[config.mk]
export PLATFORM = sky130hd
export DESIGN_NAME = alu_share_arb
export DESIGN_NICKNAME = d
export VERILOG_FILES = /design/src/rtl/alu_share_arb.sv
export SDC_FILE = /design/constraint.sdc
export NUM_CORES = 1
export LEC_CHECK = 0
export ABC_AREA = 1
export ABC_CLOCK_PERIOD_IN_PS = 1700
export CAP_MARGIN = 10
export CORE_MARGIN = 4
export CORE_UTILIZATION = 42
export CTS_CLUSTER_SIZE = 30
export DETAILED_ROUTE_END_ITERATION = 8
export PLACE_DENSITY_LB_ADDON = 0.12
export SYNTH_ARGS = -nofsm -noshare
export SYNTH_HDL_FRONTEND = slang
export SYNTH_SLANG_ARGS = --single-unit
[constraint.sdc]
create_clock -name CLK -period 1.7 [get_ports CLK]
set_input_delay 0.255 -clock CLK [delete_from_list [all_inputs] [get_ports CLK]]
set_output_delay 0.255 -clock CLK [all_outputs]
set_load 0.005 [all_outputs]
[src/rtl/alu_share_arb.sv]
// alu_share_arb
// Shares one combinational 32-bit ALU between two requesters: the main execute
// path (requester 0) and the auxiliary address/branch-compare path
// (requester 1). Requests are round-robin arbitrated and registered into an
// operand stage that drives the ALU. The ALU result is then captured into a
// response register with a valid/ready handshake. Throughput is one operation
// per cycle, and accept-to-response latency is 2 cycles.
//
// Parameters:
//   RR_INIT    requester (0 or 1) holding priority after reset
//
// Ports:
//   CLK, Reset_L             clock, synchronous active-low reset
//   ReqValid0/1, ReqReady0/1 request handshakes
//   ReqA0/1, ReqB0/1         operands (A also sources shift amounts)
//   ReqCtrl0/1               ALU control codes
//   AluBusA/B, AluCtrl       operand stage -> ALU (all zero when stage empty)
//   AluBusW, AluZero         ALU result and zero flag
//   RspValid, RspReady       response handshake
//   RspId, RspData, RspZero  captured requester index, result, zero flag
//   RspErr                   illegal control code flag
//
// Optional feature: define ALU_ARB_ILLEGAL_CHK_EN to flag control codes 4'b0101
// and 4'b1111 as illegal. An illegal operation returns RspErr=1 with
// RspData and RspZero forced to zero. Without the macro, RspErr stays 0.

module alu_share_arb #(
  parameter int unsigned RR_INIT = 0
) (
  input  logic        CLK,
  input  logic        Reset_L,
  input  logic        ReqValid0,
  input  logic        ReqValid1,
  output logic        ReqReady0,
  output logic        ReqReady1,
  input  logic [31:0] ReqA0,
  input  logic [31:0] ReqA1,
  input  logic [31:0] ReqB0,
  input  logic [31:0] ReqB1,
  input  logic [3:0]  ReqCtrl0,
  input  logic [3:0]  ReqCtrl1,
  output logic [31:0] AluBusA,
  output logic [31:0] AluBusB,
  output logic [3:0]  AluCtrl,
  input  logic [31:0] AluBusW,
  input  logic        AluZero,
  output logic        RspValid,
  input  logic        RspReady,
  output logic        RspId,
  output logic [31:0] RspData,
  output logic        RspZero,
  output logic        RspErr
);

  typedef enum logic {
    PRIO_0 = 1'b0,
    PRIO_1 = 1'b1
  } prio_t;

  localparam prio_t PRIO_RESET = (RR_INIT == 1) ? PRIO_1 : PRIO_0;

  // operand stage
  logic        s1_valid, s1_valid_nxt;
  logic        s1_id,    s1_id_nxt;
  logic [31:0] s1_a,     s1_a_nxt;
  logic [31:0] s1_b,     s1_b_nxt;
  logic [3:0]  s1_ctrl,  s1_ctrl_nxt;

  // response register next values
  logic        rsp_valid_nxt;
  logic        rsp_id_nxt;
  logic [31:0] rsp_data_nxt;
  logic        rsp_zero_nxt;
  logic        rsp_err_nxt;

  prio_t       prio, prio_nxt;

  logic        advance;
  logic        stage_free;
  logic        acc0, acc1;
  logic        illegal;

  // ------------------------------------------------------------------
  // State register
  // ------------------------------------------------------------------
  always_ff @(posedge CLK) begin
    if (!Reset_L) begin
      s1_valid <= 1'b0;
      s1_id    <= 1'b0;
      s1_a     <= '0;
      s1_b     <= '0;
      s1_ctrl  <= '0;
      RspValid <= 1'b0;
      RspId    <= 1'b0;
      RspData  <= '0;
      RspZero  <= 1'b0;
      RspErr   <= 1'b0;
      prio     <= PRIO_RESET;
    end else begin
      s1_valid <= s1_valid_nxt;
      s1_id    <= s1_id_nxt;
      s1_a     <= s1_a_nxt;
      s1_b     <= s1_b_nxt;
      s1_ctrl  <= s1_ctrl_nxt;
      RspValid <= rsp_valid_nxt;
      RspId    <= rsp_id_nxt;
      RspData  <= rsp_data_nxt;
      RspZero  <= rsp_zero_nxt;
      RspErr   <= rsp_err_nxt;
      prio     <= prio_nxt;
    end
  end

  // ------------------------------------------------------------------
  // Output logic: request readies and ALU drive
  // ------------------------------------------------------------------
  always_comb begin
    advance    = s1_valid & (~RspValid | RspReady);
    stage_free = ~s1_valid | advance;
    // Each ready looks only at the other requester's valid and the priority
    // pointer, so a requester never sees its own valid looped back.
    ReqReady0  = Reset_L & stage_free & (~ReqValid1 | (prio == PRIO_0));
    ReqReady1  = Reset_L & stage_free & (~ReqValid0 | (prio == PRIO_1));
    acc0       = ReqValid0 & ReqReady0;
    acc1       = ReqValid1 & ReqReady1;

    AluBusA = '0;
    AluBusB = '0;
    AluCtrl = '0;
    if (s1_valid) begin
      AluBusA = s1_a;
      AluBusB = s1_b;
      AluCtrl = s1_ctrl;
    end
  end

  // ------------------------------------------------------------------
  // Next-state logic
  // ------------------------------------------------------------------
`ifdef ALU_ARB_ILLEGAL_CHK_EN
  always_comb illegal = (s1_ctrl == 4'b0101) || (s1_ctrl == 4'b1111);
`else
  always_comb illegal = 1'b0;
`endif

  always_comb begin
    s1_valid_nxt  = s1_valid;
    s1_id_nxt     = s1_id;
    s1_a_nxt      = s1_a;
    s1_b_nxt      = s1_b;
    s1_ctrl_nxt   = s1_ctrl;
    prio_nxt      = prio;
    rsp_valid_nxt = RspValid;
    rsp_id_nxt    = RspId;
    rsp_data_nxt  = RspData;
    rsp_zero_nxt  = RspZero;
    rsp_err_nxt   = RspErr;

    // The response register either takes the operand stage or drains. A
    // consume in the same cycle as an advance is absorbed by the overwrite.
    if (advance) begin
      rsp_valid_nxt = 1'b1;
      rsp_id_nxt    = s1_id;
      rsp_err_nxt   = illegal;
      rsp_data_nxt  = illegal ? '0 : AluBusW;
      rsp_zero_nxt  = illegal ? 1'b0 : AluZero;
    end else if (RspValid && RspReady) begin
      rsp_valid_nxt = 1'b0;
    end

    // The operand stage reloads on accept, which can coincide with an
    // advance. It empties only when it advances without a replacement.
    if (acc0) begin
      s1_valid_nxt = 1'b1;
      s1_id_nxt    = 1'b0;
      s1_a_nxt     = ReqA0;
      s1_b_nxt     = ReqB0;
      s1_ctrl_nxt  = ReqCtrl0;
      prio_nxt     = PRIO_1;
    end else if (acc1) begin
      s1_valid_nxt = 1'b1;
      s1_id_nxt    = 1'b1;
      s1_a_nxt     = ReqA1;
      s1_b_nxt     = ReqB1;
      s1_ctrl_nxt  = ReqCtrl1;
      prio_nxt     = PRIO_0;
    end else if (advance) begin
      s1_valid_nxt = 1'b0;
    end
  end

endmodule

======== Word-level counts from Yosys, hierarchy flattened ========
Cells that the tools add are included.
cells by class
  mux-type cells .......................... 16
  bitwise logic cells ..................... 16
  reductions and logical operators ........ 5
operator list
  kind                count
  32-bit 2-to-1 mux   6
  4-bit 2-to-1 mux    3
  1-bit 2-to-1 mux    7
  1-bit AND           6
  1-bit inverter      6
  1-bit bitwise OR    4
  2-bit nonzero test  2
  3-bit nonzero test  1
  2-bit OR reduction  1
  1-bit logical AND   1
storage, ports and cells
  register bits ........................... 106
  input port bits ......................... 174
  output and inout bits ................... 106
  logic and storage cells ................. 47

======== Logic depth before layout (Yosys ltp) ========
  depth after elaboration ................. 9
  mapped depth ............................ 10
  gate-level depth less buffers ........... 7

======== Least setup slack after synthesis ========
No wires, ideal clock.
  path kind ............................... flip-flop to output port
  start point ............................. register s1_valid
  end point ............................... output AluBusA[10]
  path slack .............................. 0.354 ns
  path buffers ............................ 3
  stages on the path, launching flop included .. 6
  arrival time ............................ 1.091 ns
  required time ........................... 1.445 ns
  cell sequence ........................... dfxtp_1 > buf_6 > clkbuf_1 > clkbuf_1 > nand2_1 > inv_1
between the ends
  longest elaborated chain between the ends .. 1
ends and longest elaborated chain
  item                      RTL line  source
  start: declaration        63        logic s1_valid, s1_valid_nxt;
  start signal: assignment  100       s1_valid <= s1_valid_nxt;
  32-bit 2-to-1 mux         130       if (s1_valid) begin
  end: declaration          42        output logic [31:0] AluBusA,
Every way passes these cells.

======== Worst setup path after layout ========
  start point ............................. register s1_valid
  end point ............................... output AluBusB[31]
between the ends
  longest elaborated chain between the ends .. 1
ends and longest elaborated chain
  item               RTL line  source
  32-bit 2-to-1 mux  130
  end: declaration   43        output logic [31:0] AluBusB,
Every way passes these cells.

==> impl.org <==
** Outcome
- The run finished with clean final reports.

** Route
- Detailed Route Iter0 Violations :: just under 400
- After detailed routing, the wire length on met1 is 7.46 mm.
- Dividing the detail-routed wire length by the instance count gives roughly 13 um.
- Detailed routing inserted a total of around 6400 vias.
- Before antenna repair, the detailed router went through 5 iterations.
- After detailed routing, the number of remaining DRC violations is 0.
- Remaining number of nets flagged by the antenna check after routing :: 0
- For this block, the routed nets add up to ~19 mm of wire.
- Metal2 WL :: between 9 and 10 mm
- Length of routed met3 wiring :: between 1.5 and 2 mm
- The highest layer touched by signal routing is met4.
- Dividing the detail-routed via count by the number of cells gives around 4.5.

** Logic synthesis
- Warning count from the yosys run :: 0
- Mean area per synthesized cell :: 5.98 um^2
- Top cell type's share of synthesized area :: 0.363
- Post-Synthesis Cell Area :: roughly 5800 um^2
- Main area contributors after synthesis :: sky130_fd_sc_hd__dfxtp_1 36%, sky130_fd_sc_hd__nand2_1 18%, sky130_fd_sc_hd__nor2_1 17%
- Synthesized net count :: roughly 1200
- Sequential fraction of the synthesis area :: 0.363
- Counting distinct cell types in the post-synthesis netlist gives 20.
- Synthesized flop and latch total :: between 100 and 150
- Library cell occupying the most area in the post-synthesis netlist :: sky130_fd_sc_hd__dfxtp_1
- Synthesis produced between 900 and 1000 cells.

** Place
- After detailed placement, the total cell area comes to just under 9000 um^2.
- The count of buffers added on input and output ports is between 200 and 300.
- After legalization and detailed placement, the total HPWL measured between 10 and 15 mm.
- Placed cell count :: approximately 1400
- Setup Slack @ Placement :: -0.237 ns
- The congestion estimate from routability-driven global placement came to 0.797.

** Clocking
- CTS tree :: done
- In this run the clock root is driven by a sky130_fd_sc_hd__clkbuf_16.
- Counting along the longest clock path gives a buffer depth of 2.
- Buffers inserted during clock tree synthesis total 9.
- For this design, the sink count on the clock tree is between 100 and 150.
- The later pin in the worst-skew pair is clocked with a latency of ~0.35 ns.
- Clock input transition at the sequential cells of the worst setup and hold paths :: 0.08 ns
- The clock tree synthesis step divided the H-tree into 3 levels.

** Worst setup path
- Depth of the most critical reg-to-reg path :: 9
- STA classifies the critical path endpoint as an output port.
- Setup CP Type :: reg2out
- The worst setup path is launched from a flop.
- STA puts the critical path data required time at between 1 and 1.5 ns.
- Crit path arrival time :: 1.39 ns
- In this run the worst path has a maximum fanout of 8.

** Power
- Power per Cell Area :: 710 nW/um^2
- Peak supply drop :: roughly 500 uV
- Switching power :: between 1.5 and 2 mW
- The analysis attributes to cell leakage a power of between 5 and 6 nW.
- The share of total power dissipated in sequential elements is 0.425.
- The share of total power dissipated in combinational logic is 0.260.
- Internal power comes to 4.71 mW.
- The share of total power dissipated in the clock network is 0.315.
- Of the total power, the share spent switching nets is 0.287.

** Cells and area
- After filler insertion, the fill cell instance count of the layout stands at about 1300.
- Ratio of cells with drive above 1 in the final layout :: 0.0600
- Final #Nets :: ~1400
- Summing all non-filler instances in the final layout gives an area of a little over 9000 um^2.
- Core occupancy in the finished layout :: 0.692
- Layout area overhead :: 59.4%
- Summing all multi-input logic gate instances after layout gives between 2000 and 3000 um^2.
- In the final layout, flip-flops and latches occupy 2130 um^2.
- 0 antenna diodes ended up in the layout.
- For this run, the number of standard cells in the final layout without fillers is around 1400.

** Timing
- Worst path setup slack after routing :: 0.0572 ns
- Total count of max-transition violations in the final report :: 0
- For the final database, setup skew stands at about 0.009 ns.
- Final cycle utilization of the critical path :: 0.966
- The total count of hold-check failures in the final report is 0.
- Timing would allow up to roughly 600 MHz.
- Setup violation total in the final timing report :: 0
- Clock period minus final worst setup slack :: ~1.6 ns
- Setup repair after global routing could not meet its margin everywhere.

** Floorplanning
- Floorplan die area :: around 16000 um^2
- Die W :: about 130 um
- Core Box Area :: between 10000 and 15000 um^2
- IO Count :: 280
- Count of standard-cell rows :: 42
- In this run the vertical extent of the chip is around 130 um.
- Initial Utilization :: 0.434

** Flow run
- Across the run, the number of max-cap violations was 0.

** Global routing
- The first global-routing pass estimated roughly 28 mm of wire.
- Initial antenna violation count :: 0
- Pin count of the biggest net entering global routing :: 97
- Via count of the first global-routing pass :: approximately 5700
- Gr usage total :: 0.218
- Grt ovf :: 0

** Min path
- Along the worst hold path, the cell count comes to 3.
- The min-delay analysis places its worst path in the category in2reg.
flip-flops by register name, summed over array words and instances, names as in the netlist, 4 cells and up:
register  count
s1_ctrl       4
s1_b         32
s1_a         32
RspData      32
synthesized netlist by cell type:
library cell	count
sky130_fd_sc_hd__inv_1	141
sky130_fd_sc_hd__nand4_2	1
sky130_fd_sc_hd__a21oi_1	5
sky130_fd_sc_hd__buf_2	22
sky130_fd_sc_hd__o21ai_0	34
sky130_fd_sc_hd__buf_4	3
sky130_fd_sc_hd__nand3_1	2
sky130_fd_sc_hd__nand2_1	280
sky130_fd_sc_hd__nand3b_1	68
sky130_fd_sc_hd__nand4_1	1
sky130_fd_sc_hd__clkbuf_1	19
sky130_fd_sc_hd__conb_1	1
sky130_fd_sc_hd__buf_6	11
sky130_fd_sc_hd__clkinv_1	1
sky130_fd_sc_hd__nand2_2	1
sky130_fd_sc_hd__dfxtp_1	106
sky130_fd_sc_hd__buf_1	9
sky130_fd_sc_hd__nand3_2	1
sky130_fd_sc_hd__inv_2	1
sky130_fd_sc_hd__nor2_1	270
critical path, stage by stage, from the launching register on:
cell	delay, ns
sky130_fd_sc_hd__dfxtp_4	0.40
sky130_fd_sc_hd__buf_12	0.15
sky130_fd_sc_hd__buf_16	0.14
sky130_fd_sc_hd__nand2_1	0.06
sky130_fd_sc_hd__inv_1	0.03
sky130_fd_sc_hd__dlygate4sd2_1	0.25
power groups by stage:
stage	clock, mW	combinational [mW]	sequential (mW)
global placement	0	1.64	2.85
floorplan	0	0.834	2.84
detailed placement	0	1.65	2.86
global route	2.24	1.90	2.83
CTS	2.13	1.68	2.80
finish	2.08	1.72	2.81
worst paths after layout:
kind | slack (ns) | start | endpoint
max | 0.06 | s1_valid$_SDFFE_PN0P_ | AluBusB[31]
min | 0.21 | Reset_L | RspData[30]$_SDFFE_PN0P_
max reg2reg | 0.07 | s1_valid$_SDFFE_PN0P_ | s1_a[10]$_SDFFE_PN0P_
min reg2reg | 0.47 | s1_id$_SDFFE_PP0P_ | RspId$_SDFFE_PN0P_
what timing repair did:
item                                   4_1_cts  5_1_grt
hold buffers                                 0        0
setup buffers                                5        1
pin swaps                                    0        0
cloned                                       3        3
setup endpoints to repair                   70       77
resized for setup                           84       25
endpoints found under the hold margin        0        0
cell usage in the layout (no fill, tap or decap), types with 11 or more instances in the layout:
| master | count |
|---|---|
| sky130_fd_sc_hd__clkdlybuf4s50_1 | 207 |
| sky130_fd_sc_hd__clkbuf_16 | 11 |
| sky130_fd_sc_hd__buf_12 | 15 |
| sky130_fd_sc_hd__nor2_1 | 268 |
| sky130_fd_sc_hd__inv_1 | 141 |
| sky130_fd_sc_hd__nand3b_1 | 68 |
| sky130_fd_sc_hd__buf_4 | 20 |
| sky130_fd_sc_hd__nand2_1 | 278 |
| sky130_fd_sc_hd__o21ai_0 | 34 |
| sky130_fd_sc_hd__dfxtp_1 | 105 |
| sky130_fd_sc_hd__dlygate4sd2_1 | 56 |
per-layer routing:
layer / up-vias / track usage
met1: 2743 / 0.251
met3: 19 / 0.0635
met4: 0 / 0.0713
met5: - / 0
met2: 213 / 0.389
li1: 3397 / -
layout make-up:
cell class | count | share of cell area
sequential | 106 | 0.228
clock buffer | 9 | 0.0242
multi-input combinational | 664 | 0.307
inverter | 143 | 0.0577
timing repair buffer | 320 | 0.352
tap | 176 | 0.0237
clock inverter | 7 | 0.00712
cell families after synthesis:
group / synth area share
simple gates: 0.449
buf+inv: 0.154
flops: 0.363
compound gates: 0.0334
other cells: 0.000642
metrics by stage:
| step | total power, mW | hold slack [ns] | setup TNS [ns] |
|---|---|---|---|
| 6_report | 6.61 | 0.213 | 0 |
| 5_1_grt | 6.97 | 0.209 | -0.158 |
| 4_1_cts | 6.62 | 0.194 | 0 |
| 3_5_place_dp | 4.51 | 0.462 | -13.61 |
| 3_3_place_gp | 4.49 | 0.442 | -11.87 |
| 2_1_floorplan | 3.68 | 0.422 | 0 |
No activity file was read; power rests on OpenSTA's default activity.
==> edit (config.mk and constraints unchanged) <==
Add a define of `ALU_ARB_ILLEGAL_CHK_EN`.
--- a/src/rtl/alu_share_arb.sv
+++ b/src/rtl/alu_share_arb.sv
@@ -24,4 +24,6 @@
 // and 4'b1111 as illegal. An illegal operation returns RspErr=1 with
 // RspData and RspZero forced to zero. Without the macro, RspErr stays 0.
+
+`define ALU_ARB_ILLEGAL_CHK_EN
 
 module alu_share_arb #(
Check against the original RTL: not equivalent (a bounded check fails within 4 cycles, from zero or initial values and one cycle with Reset_L low).
==> edit against the unedited design <==
Design area increased by 2.8%; setup slack improved by 1.6 ps; largest power group unchanged; global-route usage shrank 0.13 points; clock skew is 4.9 ps lower; area after synthesis up 2.0%; wire length rose by 5.8%; die area increased by 1.9%; sequential cell count up 1; combinational power rose by 2%; power up 0.60%; highest routed layer unchanged; utilization is 0.26 points lower.
==> edit: results (changes against the unedited design) <==
* Xor/xnor share of the synthesized area at 0 (unchanged)
* P_int at 4.73 mW (was 4.71 mW)
* Seq/Total Area, Yosys at 0.360 (was 0.363)
* Final non-filler cell total at 1454 (was 1425)
* Max VDD drop at 0.000537 V (was 0.000488 V)
* Gpl congestion at 0.839 (was 0.797)
* Syn Nets at 1159 (was 1151)
* Vias/cell at 4.59 (was 4.47)
* Dpl ws at -214 ps (was -237 ps)
* Layout cells sized above 1 at 0.0973 (was 0.0600)
* Placed inst area at 8980 um2 (was 8870 um2)
* Top cells by count, synth: nand2_1, nor2_1, inv_1 (unchanged)
* Vias in the first global route at 5872 (was 5677)
* Final nets at 1443 (was 1418)
* Dominant cells by area after synthesis: dfxtp_1, nand2_1, nor2_1 (unchanged)
* Port buffer count at 279 (was 278)
* Critical path fanouts, max at 7 (was 8)
* Met3 routed WL at 1.63 mm (about the same)
* Synth Area in Compound Gates at 0.0345 (was 0.0334)
* Gr usage total at 0.217 (was 0.218)
* Skew final at 4.13 ps (was 9.00 ps)
* Largest net degree at the start of global routing at 87 (was 97)
* Netlist cell types at 19 (was 20)
* Wire per inst at 13.7 um (was 13.2 um)
* Metal-1 WL at 7.98 mm (was 7.46 mm)
* First-pass GRT wire length at 28.5 mm (was 28.2 mm)
* R2R depth at 10 (was 9)
* Worst hold path startpoint: RspData[30] (was Reset_L)
* Worst hold margin at 464 ps (was 213 ps)
* Hold crit path type: flip-flop to flip-flop (was input port to flip-flop)
* Met2 wire length at 9.96 mm (was 9.36 mm)
* Leak at 5.18 nW (was 5.14 nW)
* FFs w/ async S/R, synth at 0 (unchanged)
* DR iter-0 viols at 402 (was 393)
* Drt first pass iters at 4 (was 5)
* FF-to-FF End: s1_b[28] (was s1_a[10])
* Worst slew margin at 0.686
* DP HPWL at 13.0 mm (was 12.6 mm)
* Critical path's largest stage delay at 370 ps (was 400 ps)
* Status: finished clean (unchanged)
edit: cell count changes after synthesis, moves of 2 or more:
| cell | change |
|---|---|
| buf_2 | -5 |
| nand2_1 | +35 |
| nand3_1 | +35 |
| nor2_1 | -66 |
| a21oi_1 | +34 |
| o21ai_0 | -32 |
| buf_6 | +4 |
| buf_1 | +2 |
| nand3b_1 | -2 |
edit: power groups by stage:
stage / Sequential (mW) / Combinational (mW) / Clock, mW
after detailed placement: 2.86 / 1.59 / 0
after CTS: 2.80 / 1.64 / 2.15
after global placement: 2.86 / 1.58 / 0
after global routing: 2.83 / 1.94 / 2.26
after floorplan: 2.84 / 0.826 / 0
final: 2.80 / 1.76 / 2.09
edit: area by class of cell:
type	instances	area, um2
Clock buffer	9	225
Clock inverter	7	66.3
Fill cell	1270	4310
Inverter	145	544
Multi-Input combinational cell	668	2930
Sequential cell	107	2150
Tap cell	180	225
Timing Repair Buffer	338	3440
edit: cells by family after synthesis:
family / Yosys count
DFF: 107
AOI/OAI and AO/OA: 41
and+or+nand+nor: 627
buffers and inverters: 210
edit: how the worst max path moves through the flow:
stage,to,slack [ps]
6_report,AluBusA[20],60
5_1_grt,AluBusA[20],-40
4_1_cts,AluBusB[6],-20
3_5_place_dp,s1_b[22],-210
3_3_place_gp,s1_b[9],-180
2_1_floorplan,AluBusA[10],340
edit: worst min-delay path, cell delays in order, from the launching register on:
cell,delay [ps]
dfxtp_1,310
nand2_1,60
a21oi_1,50
edit: what timing repair did:
item                                    CTS  global route
cloned                                    2            11
resized for setup                       148            46
endpoints found under the setup margin   70            98
pin swaps                                 0             4
setup buffers                            13             2
edit: layer usage:
layer,vias up,GRT usage
met5,-,0
met4,0,0.0593
met3,16,0.0794
met2,218,0.377
met1,2956,0.252
li1,3487,-
